[src/rtl/microm_pkg.sv]
// Shared types for the Microm integer execution controller: opcodes, error codes, FSM states.
// Build option MICROM_STACK_CHK_EN (see microm_stack_ptr / microm_exec_ctrl) enables stack bound checks.
package microm_pkg;

  typedef enum logic [2:0] {
    OP_MOVI   = 3'd0,
    OP_POPI   = 3'd1,
    OP_STORI  = 3'd2,
    OP_COPYI  = 3'd3,
    OP_RCOPYI = 3'd4,
    OP_RMOVI  = 3'd5
  } op_e;

  typedef enum logic [1:0] {
    ERR_NONE      = 2'd0,
    ERR_UNDERFLOW = 2'd1,
    ERR_OVERFLOW  = 2'd2
  } err_e;

  typedef enum logic [2:0] {
    ST_IDLE  = 3'd0,
    ST_CHECK = 3'd1,
    ST_READ  = 3'd2,
    ST_EXEC  = 3'd3,
    ST_CLEAR = 3'd4
  } state_e;

  // Encodings 6 and 7 are not instructions; they retire as a no-op.
  function automatic logic opIsLegal(input op_e op);
    return (op <= OP_RMOVI);
  endfunction

  // Ops that zero their source register in a trailing CLEAR cycle.
  function automatic logic opHasClear(input op_e op);
    return (op == OP_POPI) || (op == OP_RMOVI);
  endfunction

endpackage

[src/rtl/microm_stack_ptr.sv]
// Stack occupancy register with empty/full flags.
// MICROM_STACK_CHK_EN: pointer holds at its bounds; otherwise it wraps modulo DEPTH+1.
module microm_stack_ptr
  import microm_pkg::*;
#(
  parameter int DEPTH = 16,
  parameter int SP_W  = $clog2(DEPTH + 1)
) (
  input  logic            clk,
  input  logic            rst_n,
  input  logic            i_inc,
  input  logic            i_dec,
  output logic [SP_W-1:0] o_sp,
  output logic [SP_W-1:0] o_spDec,
  output logic            o_empty,
  output logic            o_full
);

  localparam logic [SP_W-1:0] C_DEPTH = SP_W'(DEPTH);

  logic [SP_W-1:0] r_sp;
  logic [SP_W-1:0] w_spInc;
  logic [SP_W-1:0] w_spDec;

  assign o_empty = (r_sp == '0);
  assign o_full  = (r_sp == C_DEPTH);

`ifdef MICROM_STACK_CHK_EN
  assign w_spInc = o_full  ? r_sp : r_sp + SP_W'(1);
  assign w_spDec = o_empty ? r_sp : r_sp - SP_W'(1);
`else
  // Unchecked build: occupancy runs over the DEPTH+1 values 0..DEPTH and wraps.
  assign w_spInc = o_full  ? '0      : r_sp + SP_W'(1);
  assign w_spDec = o_empty ? C_DEPTH : r_sp - SP_W'(1);
`endif

  always_ff @(posedge clk) begin
    if (!rst_n) begin
      r_sp <= '0;
    end else if (i_inc && !i_dec) begin
      r_sp <= w_spInc;
    end else if (i_dec && !i_inc) begin
      r_sp <= w_spDec;
    end
  end

  assign o_sp    = r_sp;
  assign o_spDec = w_spDec;

endmodule

[src/rtl/microm_exec_ctrl.sv]
// Microm integer instruction sequencer: drives register-file and stack-RAM ports for one instruction at a time.
// MICROM_STACK_CHK_EN enables underflow/overflow rejection in CHECK.
module microm_exec_ctrl
  import microm_pkg::*;
#(
  parameter int DATA_W = 32,
  parameter int NREG   = 8,
  parameter int DEPTH  = 16,
  parameter int REG_W  = $clog2(NREG),
  parameter int SP_W   = $clog2(DEPTH + 1),
  parameter int AW     = $clog2(DEPTH)
) (
  input  logic              clk,
  input  logic              rst_n,
  input  logic              instr_valid,
  output logic              instr_ready,
  input  op_e               instr_op,
  input  logic [REG_W-1:0]  instr_rs,
  input  logic [REG_W-1:0]  instr_rd,
  input  logic [DATA_W-1:0] instr_imm,
  output logic [REG_W-1:0]  rf_raddr,
  input  logic [DATA_W-1:0] rf_rdata,
  output logic              rf_we,
  output logic [REG_W-1:0]  rf_waddr,
  output logic [DATA_W-1:0] rf_wdata,
  output logic [AW-1:0]     st_addr,
  output logic              st_we,
  output logic [DATA_W-1:0] st_wdata,
  input  logic [DATA_W-1:0] st_rdata,
  output logic              done,
  output logic              err,
  output err_e              err_code,
  output logic [SP_W-1:0]   sp
);

`ifdef MICROM_STACK_CHK_EN
  localparam bit C_CHK = 1'b1;
`else
  localparam bit C_CHK = 1'b0;
`endif

  state_e            r_state;
  op_e               r_op;
  logic [REG_W-1:0]  r_rs;
  logic [REG_W-1:0]  r_rd;
  logic [DATA_W-1:0] r_imm;
  logic              r_earlyRetire;
  logic              r_done;
  logic              r_err;
  err_e              r_errCode;

  logic              w_accept;
  logic              w_underflow;
  logic              w_overflow;
  logic              w_reject;
  logic              w_earlyRetire;
  logic              w_inc;
  logic              w_dec;
  logic [SP_W-1:0]   w_sp;
  logic [SP_W-1:0]   w_spDec;
  logic              w_empty;
  logic              w_full;

  assign instr_ready = rst_n && (r_state == ST_IDLE);
  assign w_accept    = instr_valid && instr_ready;

  // sp is stable between accept and CHECK, so the bound check is evaluated at accept and
  // registered so that done/err appear in the CHECK cycle.
  assign w_underflow   = C_CHK && ((instr_op == OP_STORI) || (instr_op == OP_COPYI)) && w_empty;
  assign w_overflow    = C_CHK && ((instr_op == OP_POPI)  || (instr_op == OP_COPYI)) && w_full;
  assign w_reject      = w_underflow || w_overflow;
  assign w_earlyRetire = w_reject || !opIsLegal(instr_op);

  assign w_inc = (r_state == ST_EXEC) && ((r_op == OP_POPI) || (r_op == OP_COPYI));
  assign w_dec = (r_state == ST_EXEC) && (r_op == OP_STORI);

  microm_stack_ptr #(
    .DEPTH (DEPTH),
    .SP_W  (SP_W)
  ) u_stackPtr (
    .clk     (clk),
    .rst_n   (rst_n),
    .i_inc   (w_inc),
    .i_dec   (w_dec),
    .o_sp    (w_sp),
    .o_spDec (w_spDec),
    .o_empty (w_empty),
    .o_full  (w_full)
  );

  always_ff @(posedge clk) begin
    if (!rst_n) begin
      r_state       <= ST_IDLE;
      r_op          <= OP_MOVI;
      r_rs          <= '0;
      r_rd          <= '0;
      r_imm         <= '0;
      r_earlyRetire <= 1'b0;
      r_done        <= 1'b0;
      r_err         <= 1'b0;
      r_errCode     <= ERR_NONE;
    end else begin
      r_done    <= 1'b0;
      r_err     <= 1'b0;
      r_errCode <= ERR_NONE;
      case (r_state)
        ST_IDLE: begin
          if (w_accept) begin
            r_op          <= instr_op;
            r_rs          <= instr_rs;
            r_rd          <= instr_rd;
            r_imm         <= instr_imm;
            r_earlyRetire <= w_earlyRetire;
            r_state       <= ST_CHECK;
            if (w_earlyRetire) begin
              r_done    <= 1'b1;
              r_err     <= w_reject;
              r_errCode <= w_underflow ? ERR_UNDERFLOW :
                           w_overflow  ? ERR_OVERFLOW  : ERR_NONE;
            end
          end
        end
        ST_CHECK: begin
          if (r_earlyRetire) begin
            r_state <= ST_IDLE;
          end else if (r_op == OP_MOVI) begin
            r_state <= ST_EXEC;
            r_done  <= 1'b1;
          end else begin
            r_state <= ST_READ;
          end
        end
        ST_READ: begin
          r_state <= ST_EXEC;
          r_done  <= !opHasClear(r_op);
        end
        ST_EXEC: begin
          if (opHasClear(r_op)) begin
            r_state <= ST_CLEAR;
            r_done  <= 1'b1;
          end else begin
            r_state <= ST_IDLE;
          end
        end
        ST_CLEAR: r_state <= ST_IDLE;
        default:  r_state <= ST_IDLE;
      endcase
    end
  end

  // Memory-side ports decode from the state register; write data must pass read data straight
  // through because both memories return it in the EXEC cycle.
  always_comb begin
    rf_raddr = '0;
    rf_we    = 1'b0;
    rf_waddr = '0;
    rf_wdata = '0;
    st_addr  = '0;
    st_we    = 1'b0;
    st_wdata = '0;
    if (rst_n) begin
      case (r_state)
        ST_READ: begin
          case (r_op)
            OP_RCOPYI, OP_RMOVI, OP_POPI: rf_raddr = r_rs;
            OP_STORI, OP_COPYI:           st_addr  = w_spDec[AW-1:0];
            default: ;
          endcase
        end
        ST_EXEC: begin
          case (r_op)
            OP_MOVI: begin
              rf_we    = 1'b1;
              rf_waddr = r_rd;
              rf_wdata = r_imm;
            end
            OP_RCOPYI, OP_RMOVI: begin
              rf_we    = 1'b1;
              rf_waddr = r_rd;
              rf_wdata = rf_rdata;
            end
            OP_STORI: begin
              rf_we    = 1'b1;
              rf_waddr = r_rd;
              rf_wdata = st_rdata;
            end
            OP_POPI: begin
              st_we    = 1'b1;
              st_addr  = w_sp[AW-1:0];
              st_wdata = rf_rdata;
            end
            OP_COPYI: begin
              st_we    = 1'b1;
              st_addr  = w_sp[AW-1:0];
              st_wdata = st_rdata;
            end
            default: ;
          endcase
        end
        ST_CLEAR: begin
          rf_we    = 1'b1;
          rf_waddr = r_rs;
          rf_wdata = '0;
        end
        default: ;
      endcase
    end
  end

  assign done     = r_done;
  assign err      = r_err;
  assign err_code = r_errCode;
  assign sp       = w_sp;

endmodule

[config.mk]
export PLATFORM = sky130hd
export DESIGN_NAME = microm_exec_ctrl
export DESIGN_NICKNAME = d
export VERILOG_FILES = /design/src/rtl/microm_pkg.sv /design/src/rtl/microm_stack_ptr.sv /design/src/rtl/microm_exec_ctrl.sv
export SDC_FILE = /design/constraint.sdc
export NUM_CORES = 1
export LEC_CHECK = 0
export BUFFER_PORTS_ARGS = -buffer_cell sky130_fd_sc_hd__buf_4
export CAP_MARGIN = 10
export CELL_PAD_IN_SITES_DETAIL_PLACEMENT = 0
export CELL_PAD_IN_SITES_GLOBAL_PLACEMENT = 1
export CORE_UTILIZATION = 32
export DETAILED_ROUTE_END_ITERATION = 7
export MAX_ROUTING_LAYER = met4
export PLACE_DENSITY = 0.83
export SLEW_MARGIN = 40
export SYNTH_ARGS = -nofsm -noshare
export SYNTH_HDL_FRONTEND = slang
export SYNTH_SLANG_ARGS = --single-unit
[constraint.sdc]
create_clock -name clk -period 3.14 [get_ports clk]
set_clock_uncertainty 0.1 [all_clocks]
set_input_delay 0 -clock clk [delete_from_list [all_inputs] [get_ports clk]]
set_output_delay 0 -clock clk [all_outputs]
set_load 0.005 [all_outputs]
======== After elaboration in Yosys (flattened, before gate mapping) ========
Cells that the tools add are included.
word-level totals
  register bits ........................... 51
  input port bits ......................... 108
  output and inout port bits .............. 86
operators by class
  add/subtract/negate cells ............... 2
  $lt $le $gt $ge ......................... 1
  equal/unequal tests ..................... 11
  mux-type cells .......................... 37
  reductions and logical operators ........ 22
operator list
  operator               number
  $mux W32               4
  $pmux W32 S3           1
  $pmux W32 S2           1
  $mux W3                7
  $mux W5                4
  $eq A3 B2 Y1 const B   4
  $mux W4                3
  $pmux W3 S4            1
  $mux W1                11
  $eq A3 B3 Y1 const B   3
  $pmux W4 S2            1
  $eq A3 B1 Y1 const B   2
  $logic_and A1 B1 Y1    6
  $logic_not A3 Y1       2
  $pmux W3 S2            1
  $reduce_or A2 Y1       3
  $add A5 B1 Y5 const B  1
  $eq A5 B5 Y1 const B   1
  $logic_not A5 Y1       1
  $sub A5 B1 Y5 const B  1
  $logic_not A1 Y1       4
  $pmux W1 S4            1
  $reduce_or A4 Y1       1
  $le A3 B3 Y1 const B   1
  other kinds (7)        8

======== Depth between registers and ports, before layout ========
Gate-level depths: netlist of run 1.
  word-level depth ........................ 7
  depth in mapped cells ................... 8
  mapped depth without buffers ............ 6

======== Modules after synthesis ========
From an unflattened synthesis of run 1, not the netlist that was laid out.
unflattened totals
  cells, all modules ...................... 500
  area, all modules ....................... 3910.0 µm²
by module, submodules not included
  module            instances  cells an instance  area an instance (µm²)  seq. area each (µm²)
  microm_exec_ctrl  1          443                3457.1                  920.9
  microm_stack_ptr  1          57                 452.9                   100.1

======== Worst setup path before layout of run 1 ========
Ideal clock, no wire load.
  kind .................................... reg-to-reg
  start point ............................. register r_op[2]
  end point ............................... register u_stackPtr.r_sp[3], in the netlist u_stackPtr.o_sp[3]
  library setup time ...................... 70 ps
  arrival ................................. 2066 ps
  data required time ...................... 2970 ps
  slack ................................... 904 ps
  cell stages (with the launch flop) ...... 9
  path buffers ............................ 2
  clock period less this slack ............ 2236 ps
  path through ............................ dfxtp_1 buf_6 or3b_4 or3_1 ha_1 clkbuf_1 nand4b_1 mux2i_1 o2bb2ai_1
on the way
  cells in the longest elaborated chain, start to end .. 6
  elaborated cells on any way between the ends .. 12
  classes of those cells .................. 3 x eq/ne; 1 x mux; 8 x reduce/logical
ends and longest elaborated chain
  what                                          RTL line                 RTL
  start, declared                               microm_exec_ctrl.sv:43   op_e r_op;
  start signal, assigned                        microm_exec_ctrl.sv:109  r_op <= instr_op;
  $eq A3 B1 Y1 or $eq A3 B2 Y1 (tied branches)  microm_exec_ctrl.sv:74   assign w_inc = (r_state == ST_EXEC) && ((r_op == OP_POPI) || (r_op == OP_COPYI));
  $logic_or A1 B1 Y1                            microm_exec_ctrl.sv:74
  $logic_and A1 B1 Y1                           microm_exec_ctrl.sv:74
  $logic_not A1 Y1                              microm_stack_ptr.sv:42   end else if (i_dec && !i_inc) begin
  $logic_and A1 B1 Y1                           microm_stack_ptr.sv:42
  $reduce_bool A2 Y1 (no source line)           -
  end signal, assigned                          microm_stack_ptr.sv:41   r_sp <= w_spInc;
  end signal, assigned                          microm_stack_ptr.sv:43   r_sp <= w_spDec;
  end, declared                                 microm_stack_ptr.sv:21   logic [SP_W-1:0] r_sp;
Parallel ways exist; a longest one is shown, timed or not.
A chain may end at the register's enable or synchronous reset.

======== Worst setup path in the final report of run 1 ========
  start point ............................. register r_op[1]
  end point ............................... output st_wdata[10]
on the way
  cells in the longest elaborated chain, start to end .. 4
  elaborated cells on any way between the ends .. 5
  classes of those cells .................. 2 x eq/ne; 3 x mux
ends and longest elaborated chain
  what                                          RTL line                 RTL
  $eq A3 B2 Y1 or $eq A3 B1 Y1 (tied branches)  microm_exec_ctrl.sv:171  case (r_op)
  $pmux W32 S2 *                                microm_exec_ctrl.sv:171
  $mux W32 *                                    microm_exec_ctrl.sv:162  case (r_state)
  $mux W32 *                                    microm_exec_ctrl.sv:161  if (rst_n) begin
  end, declared                                 microm_exec_ctrl.sv:28   output logic [DATA_W-1:0] st_wdata,
Mark *: on every way between the ends. The rest lies on a longest branch, timed or not.

==> run summary, run 1 <==
run status: finished with violations
violated checks: design-rule violations
Synth Cell Area: 3800 um^2
Mapped Cells: 491
number of enable flip-flop cells after synthesis: 0
HP Class: input port to flip-flop
MaxCap Viol Count: 0
WS Path Type: flip-flop to output port
IO Port Bufs: 190
synthesized area per cell: 7.74 um^2
most frequent cells in the layout: buf_4, nor2_1, a22oi_1
DRT iter0 DRCs: 399
postcts setup bufs: 0
Final Max Slew Viols: 0
sequential fraction of the synthesis area: 0.269
Post-Synth Adder-Cell Area: 0.00988
RSZ-0062 raised after global routing: false
setup_tns: 0 ns
antenna violations before repair: 0
Clock Root Buffer: clkbuf_16
first-pass iteration count of the detailed router: 8
core area: 11500 um^2
dominant cells by area after synthesis: dfxtp_1, a22oi_1, mux2_2, a21boi_1, nor2_1
crit end category: output port
most common cell after layout, fill and taps aside: buf_4
Max rail drop VDD: 0.000220 V
Lkg Pwr: 2.35 nW
clock sink count: 51
Final ANT Viol Nets: 0
Final Hold Viols: 0
Period minus WS final: 2.54 ns
dpl hpwl: 9.17 mm
# fillers: 1163
worst slew pin tran: 0.739 ns
fmax: 0.394 GHz
CTS tree: yes
Primary FF master, synth: dfxtp_1
Avg Vias per Cell: 5.34
Worst EP arrival: 2.44 ns
ANT cells: 0
DRC Markers: 36
setup violators final: 0
first-pass GRT wire length: 21.2 mm
xor-xnor portion of the synthesized cell area: 0.00922
vias: 4392
post-synthesis mux area share: 0.106
Ys Warns: 0
leading area contributor after synthesis: dfxtp_1
die area: 12300 um^2
largest family of logic cells by synthesized area: compound AO/OA/AOI/OAI gates
row count: 39
Critical Path RT: 3.04 ns
drt total wl: 13.3 mm
post-cts sizing count: 0
RePlAce Congestion: 0.855
largest net degree at the start of global routing: 66
vias in the first global route: 4124
flop and latch count out of synthesis: 51
Starting Density: 0.330
Yosys cell types: 51
crit-path max FO: 32
layout net count: 790
max_slew headroom: 0.505
clock latency on the worst-skew pair: 0.29 ns
clk buf depth: 2
Die Wd: 111 um
ys async rst share: 0
Ports: 194
Post-Synth Simple-Gate Area: 0.203
Critical Path Start Type: flip-flop
Die Ht: 111 um
post-synthesis compound-gate area fraction: 0.318
H-tree levels: 2
grt ovf: 0
clock slew at reported path FFs: 0.07 ns
GRT Util Overall: 0.215
wire per inst: 16.2 um
area share of the largest cell type after synthesis: 0.269
CTS Buf Count: 5
share of cells above drive strength 1: 0.375
utilization after layout: 0.501
pwr dens: 313 nW/um^2
Hold-fix buffers, CTS: 41
part of the cycle the worst path needs: 0.809
Syn-to-layout area delta: 51.9%
## flip-flops by register name (all words and copies together), names as in the netlist
| signal | cells |
|---|---|
| r_rd | 3 |
| r_state | 3 |
| done | 1 |
| r_rs | 3 |
| u_stackPtr.o_sp | 5 |
| r_earlyRetire | 1 |
| r_imm | 32 |
| r_op | 3 |
## routing by layer
metal,track usage,wire length [um],up-vias
met5,-,0,-
met4,0.0365,72,0
met3,0.0323,759,5
met2,0.353,6280,154
met1,0.284,6200,2071
li1,-,-,2162
## power by group
part,internal [W],switching (W)
logic,0.000237,0.000218
registers,0.000681,0.0000302
clock network,0.000397,0.000245
## cells by family (layout without fill, tap and decap cells)
family / count (synthesis) / after routing
AOI/OAI and AO/OA: 174 / 174
and+or+nand+nor: 156 / 156
buffers and inverters: 66 / 253
DFF: 51 / 51
muxes: 36 / 36
xor gates and xnor gates: 4 / 4
adders and majority gates: 3 / 3
other: 1 / 3
## stage by stage
stage	hold WS (ns)	cells	worst slack (ns)	total power, W	cell area (um^2)
after detailed placement	0.170	774	0.677	0.00114	5180
after floorplan	0.0466	493	0.904	0.000968	3810
after global routing	0.126	823	0.466	0.00190	5770
after CTS	0.107	823	0.600	0.00183	5770
final	0.111	823	0.600	0.00181	5770
after global placement	0.164	774	0.710	0.00113	5180
## worst max-delay path, stage by stage (launching register included)
cell and delay [ns]:
dfxtp_2 0.56, buf_4 0.40, and3b_2 0.72, a22oi_1 0.20, nor2_1 0.14, buf_4 0.12
## Yosys cell counts, types with 4 or more instances
library cell,count
buf_2,12
buf_1,5
a21boi_1,40
a22oi_1,64
buf_6,6
a21boi_0,4
mux2_2,33
nand2b_1,5
a21oi_1,5
nand3_1,43
dfxtp_1,51
nor2_1,70
nor2b_1,5
nand2_1,8
o21ai_0,45
clkbuf_1,33
inv_1,6
## worst paths after layout
check,startpoint,end,depth (start not counted),slack [ns]
setup / recovery,r_op[1]$_SDFFE_PN0P_,st_wdata[10],5,0.60
hold / removal,instr_valid,r_op[1]$_SDFFE_PN0P_,3,0.11
setup reg to reg,r_op[1]$_SDFFE_PN0P_,u_stackPtr.o_sp[3]$_SDFFE_PN0P_,6,0.63
hold reg to reg,r_imm[29]$_SDFFE_PN0P_,r_imm[29]$_SDFFE_PN0P_,2,0.38
## final cells by class
| cell class | instances | area, um^2 | share of cell area |
|---|---|---|---|
| multi-input cells | 376 | 2480 | 0.429 |
| inverters | 7 | 28.8 | 0.00499 |
| well taps | 143 | 179 | 0.0310 |
| flip-flops and latches | 51 | 1020 | 0.177 |
| clock buffers | 6 | 139 | 0.0241 |
| clock inverters | 2 | 35.0 | 0.00607 |
| repair buffers | 238 | 1890 | 0.327 |
No activity file was read; power rests on OpenSTA's default activity.
==> inputs of run 2 (changes only) <==
--- a/config.mk
+++ b/config.mk
@@ -5,14 +5,15 @@
 export SDC_FILE = /design/constraint.sdc
 export NUM_CORES = 1
 export LEC_CHECK = 0
+export ABC_AREA = 1
 export BUFFER_PORTS_ARGS = -buffer_cell sky130_fd_sc_hd__buf_4
 export CAP_MARGIN = 10
 export CELL_PAD_IN_SITES_DETAIL_PLACEMENT = 0
 export CELL_PAD_IN_SITES_GLOBAL_PLACEMENT = 1
-export CORE_UTILIZATION = 32
+export CORE_UTILIZATION = 26
 export DETAILED_ROUTE_END_ITERATION = 7
 export MAX_ROUTING_LAYER = met4
-export PLACE_DENSITY = 0.83
+export PLACE_DENSITY = 0.78
 export SLEW_MARGIN = 40
 export SYNTH_ARGS = -nofsm -noshare
 export SYNTH_HDL_FRONTEND = slang
==> constraint.sdc (replaced) <==
create_clock -name clk -period 2.3 [get_ports clk]
set_clock_uncertainty 0.1 [all_clocks]
set_input_delay 0 -clock clk [delete_from_list [all_inputs] [get_ports clk]]
set_output_delay 0 -clock clk [all_outputs]
set_load 0.005 [all_outputs]
==> run 2 against run 1 <==
- highest routed layer unchanged
- the run now ends clean
- critical path depth up 2
- sequential cell count unchanged
- design area rose by 0.30%
- power up 51%
- utilization shrank 6.7 points
- via count up 5.6%
- die area grew 16%
==> run summary, run 2 <==
GRT Util Overall: 0.194 (-0.0215)
dominant cells by area after synthesis: dfxtp_1, nand2_1, inv_1, a21oi_1, a22oi_1
Mapped Cells: 585 (+19%)
RSZ-0062 raised after global routing: false
synthesized area per cell: 6.12 um^2 (-21%)
first-pass GRT wire length: 21.5 mm (+1.1%)
vias in the first global route: 4295 (+4.1%)
Starting Density: 0.268 (-0.0618)
Ports: 194 (unchanged)
Die Ht: 119 um (+7.5%)
max_slew headroom: 0.567 (+0.0625)
crit-path max FO: 22 (-31%)
top-count cell post-synth: nand2_1
HP Class: input port to flip-flop
Lkg Pwr: 2.71 nW (+15%)
DRC Markers: 0 (-100%)
most common cell after layout, fill and taps aside: buf_4
internal power: 0.00186 W (+42%)
cell mode on critical path: nand2_1
Period minus WS final: 1.97 ns
ys async rst share: 0 (unchanged)
run status: finished, final reports clean
setup violators final: 0 (unchanged)
number of flip-flops in the largest register: 32 (unchanged)
switching part of the total power: 0.317 (+0.0445)
row count: 42 (+7.7%)
Critical Path RT: 2.20 ns (-0.84 ns)
Max rail drop VDD: 0.000423 V (+92%)
Final ANT Viol Nets: 0 (unchanged)
CTS Buf Count: 5 (unchanged)
dpl hpwl: 10.3 mm (+13%)
drt total wl: 13.9 mm (+4.7%)
grt ovf: 0 (unchanged)
layout net count: 915 (+16%)
Avg Vias per Cell: 4.72 (-12%)
Crit-path slowest cell: dfxtp_1
Primary FF master, synth: dfxtp_1
first-pass iteration count of the detailed router: 4 (-4)
setup_tns: 0 ns (unchanged)
Synth top cells by count: nand2_1, inv_1, nor2_1
CTS tree: yes
Clock Root Buffer: clkbuf_16
flop and latch count out of synthesis: 51 (unchanged)
clock sink count: 51 (unchanged)
RePlAce Congestion: 0.938 (+9.8%)
# fillers: 1451 (+25%)
Finished Layout Cells: 982 (+19%)
pre-CTS setup slack: 0.286 ns (-0.391 ns)
number of enable flip-flop cells after synthesis: 0 (unchanged)
Die Wd: 119 um (+7.5%)
Worst EP arrival: 1.87 ns (-0.57 ns)
crit end category: output port
combinational power share: 0.335 (+0.084)
die area: 14200 um^2 (+16%)
wire per inst: 14.2 um (-12%)
MaxCap Viol Count: 0 (unchanged)
part of the cycle the worst path needs: 0.858
area share of the largest cell type after synthesis: 0.285 (+0.0165)
Final Max Slew Viols: 0 (unchanged)
share of cells above drive strength 1: 0.288 (-0.0868)
setup ws final: 0.326 ns (-0.274 ns)
DRT iter0 DRCs: 176 (-56%)
vias: 4637 (+5.6%)
CP peak stage delay: 0.36 ns (-0.36 ns)
clk buf depth: 2 (unchanged)
worst slew pin tran: 0.648 ns (-0.0913 ns)
postcts setup bufs: 0 (unchanged)
clock slew at reported path FFs: 0.07 ns (about the same)
H-tree levels: 2 (unchanged)
sequential power share: 0.377 (-0.017)
clock network power share: 0.289 (-0.066)
clock latency on the worst-skew pair: 0.28 ns (about the same)
Synth Cell Area: 3580 um^2 (-5.8%)
Final Hold Viols: 0 (unchanged)
Reg with most FFs: r_imm
IO Port Bufs: 190 (unchanged)
Syn-to-layout area delta: 61.7%
most frequent cells in the layout: buf_4, nand2_1, inv_1
Critical Path Start Type: flip-flop
fmax: 0.507 GHz
sequential fraction of the synthesis area: 0.285 (+0.0165)
worst path cell trace: nor2_2 -> nand2_1 -> buf_12 -> o211ai_1 -> nand2_1 -> inv_2 -> buf_4
largest net degree at the start of global routing: 43 (-35%)
antenna violations before repair: 1 (+1)
Psw: 0.000867 W (+76%)
WS Path Type: flip-flop to output port
pwr dens: 472 nW/um^2 (+51%)
Yosys cell types: 27 (-47%)
Ys Warns: 0 (unchanged)
leading area contributor after synthesis: dfxtp_1
Inst Count DP: 927 (+20%)
core area: 13300 um^2 (+16%)
[run 2: layer usage]
metal  GRT usage  vias to the layer above  routed length [um]  part of all wire
met5           -                        -                   0                 0
met2       0.337                      190                6680              0.48
met4      0.0398                        0                 154             0.011
met3      0.0297                       10                1080             0.077
li1            -                     2340                   -                 -
met1       0.236                     2097                6020              0.43
[run 2: path summary, 6_finish.rpt]
path                                               from                               to  slack, ns  depth (start not counted)
worst max-delay path               r_op[2]$_SDFFE_PN0P_                     rf_wdata[10]       0.33                          7
worst min-delay path                              rst_n          r_state[1]$_SDFFE_PN0P_     0.0004                          3
worst max register to register  r_state[1]$_SDFFE_PN0P_  u_stackPtr.o_sp[4]$_SDFFE_PN0P_       0.35                          8
worst min register to register   r_imm[24]$_SDFFE_PN0P_           r_imm[24]$_SDFFE_PN0P_       0.36                          2
[run 2: per-stage QoR]
step	utilization	total power [W]	hold WS, ns	area [um^2]
floorplan	-	0.00156	0.0418	3590
global placement	0.387	0.00189	0.164	5160
detailed placement	0.387	0.00190	0.172	5160
CTS	0.433	0.00277	0.00175	5780
global route	0.434	0.00291	0.0188	5790
finish	0.434	0.00273	0.000378	5790
[run 2: cells by family (layout without fill, tap and decap cells)]
family                   count (synthesis)  after routing  share of synthesized area
buffers and inverters                  132            350                      0.159
other                                    1              4                    0.00105
flip-flops                              51             51                      0.285
AND/OR/NAND/NOR                        240            240                      0.277
adder cells (fa/ha/maj)                  3              3                     0.0105
AO/OA/AOI/OAI                          158            158                      0.266
[run 2: area by class of cell]
| cell class | count | area, um^2 | area share |
|---|---|---|---|
| timing repair buffer | 249 | 2030 | 0.352 |
| multi-input combinational | 404 | 2000 | 0.346 |
| sequential | 51 | 1020 | 0.176 |
| inverter | 93 | 349 | 0.0603 |
| tap | 176 | 220 | 0.0381 |
| clock buffer | 7 | 153 | 0.0264 |
| clock inverter | 1 | 7.51 | 0.00130 |
| antenna | 1 | 2.50 | 0.000432 |
[run 2: what timing repair did]
action,4_1_cts,5_1_grt
setup endpoints to repair,0,1
gates resized for setup,0,1
hold buffers,46,0
endpoints found under the hold margin,42,0
[run 2: power by group through the flow]
stage | registers [W] | clock network [W] | logic, W
2_1_floorplan | 0.00104 | 0 | 0.000519
3_3_place_gp | 0.00105 | 0 | 0.000844
3_5_place_dp | 0.00105 | 0 | 0.000854
4_1_cts | 0.00103 | 0.000816 | 0.000923
5_1_grt | 0.00104 | 0.000857 | 0.00101
6_report | 0.00103 | 0.000788 | 0.000914
[run 2: worst max-delay path, delay by kind of cell, from the launching register on]
kind	cells	cell delay (ns)
buffers and inverters	3	0.43
AOI/OAI and AO/OA	1	0.16
DFF	1	0.36
and+or+nand+nor	3	0.63
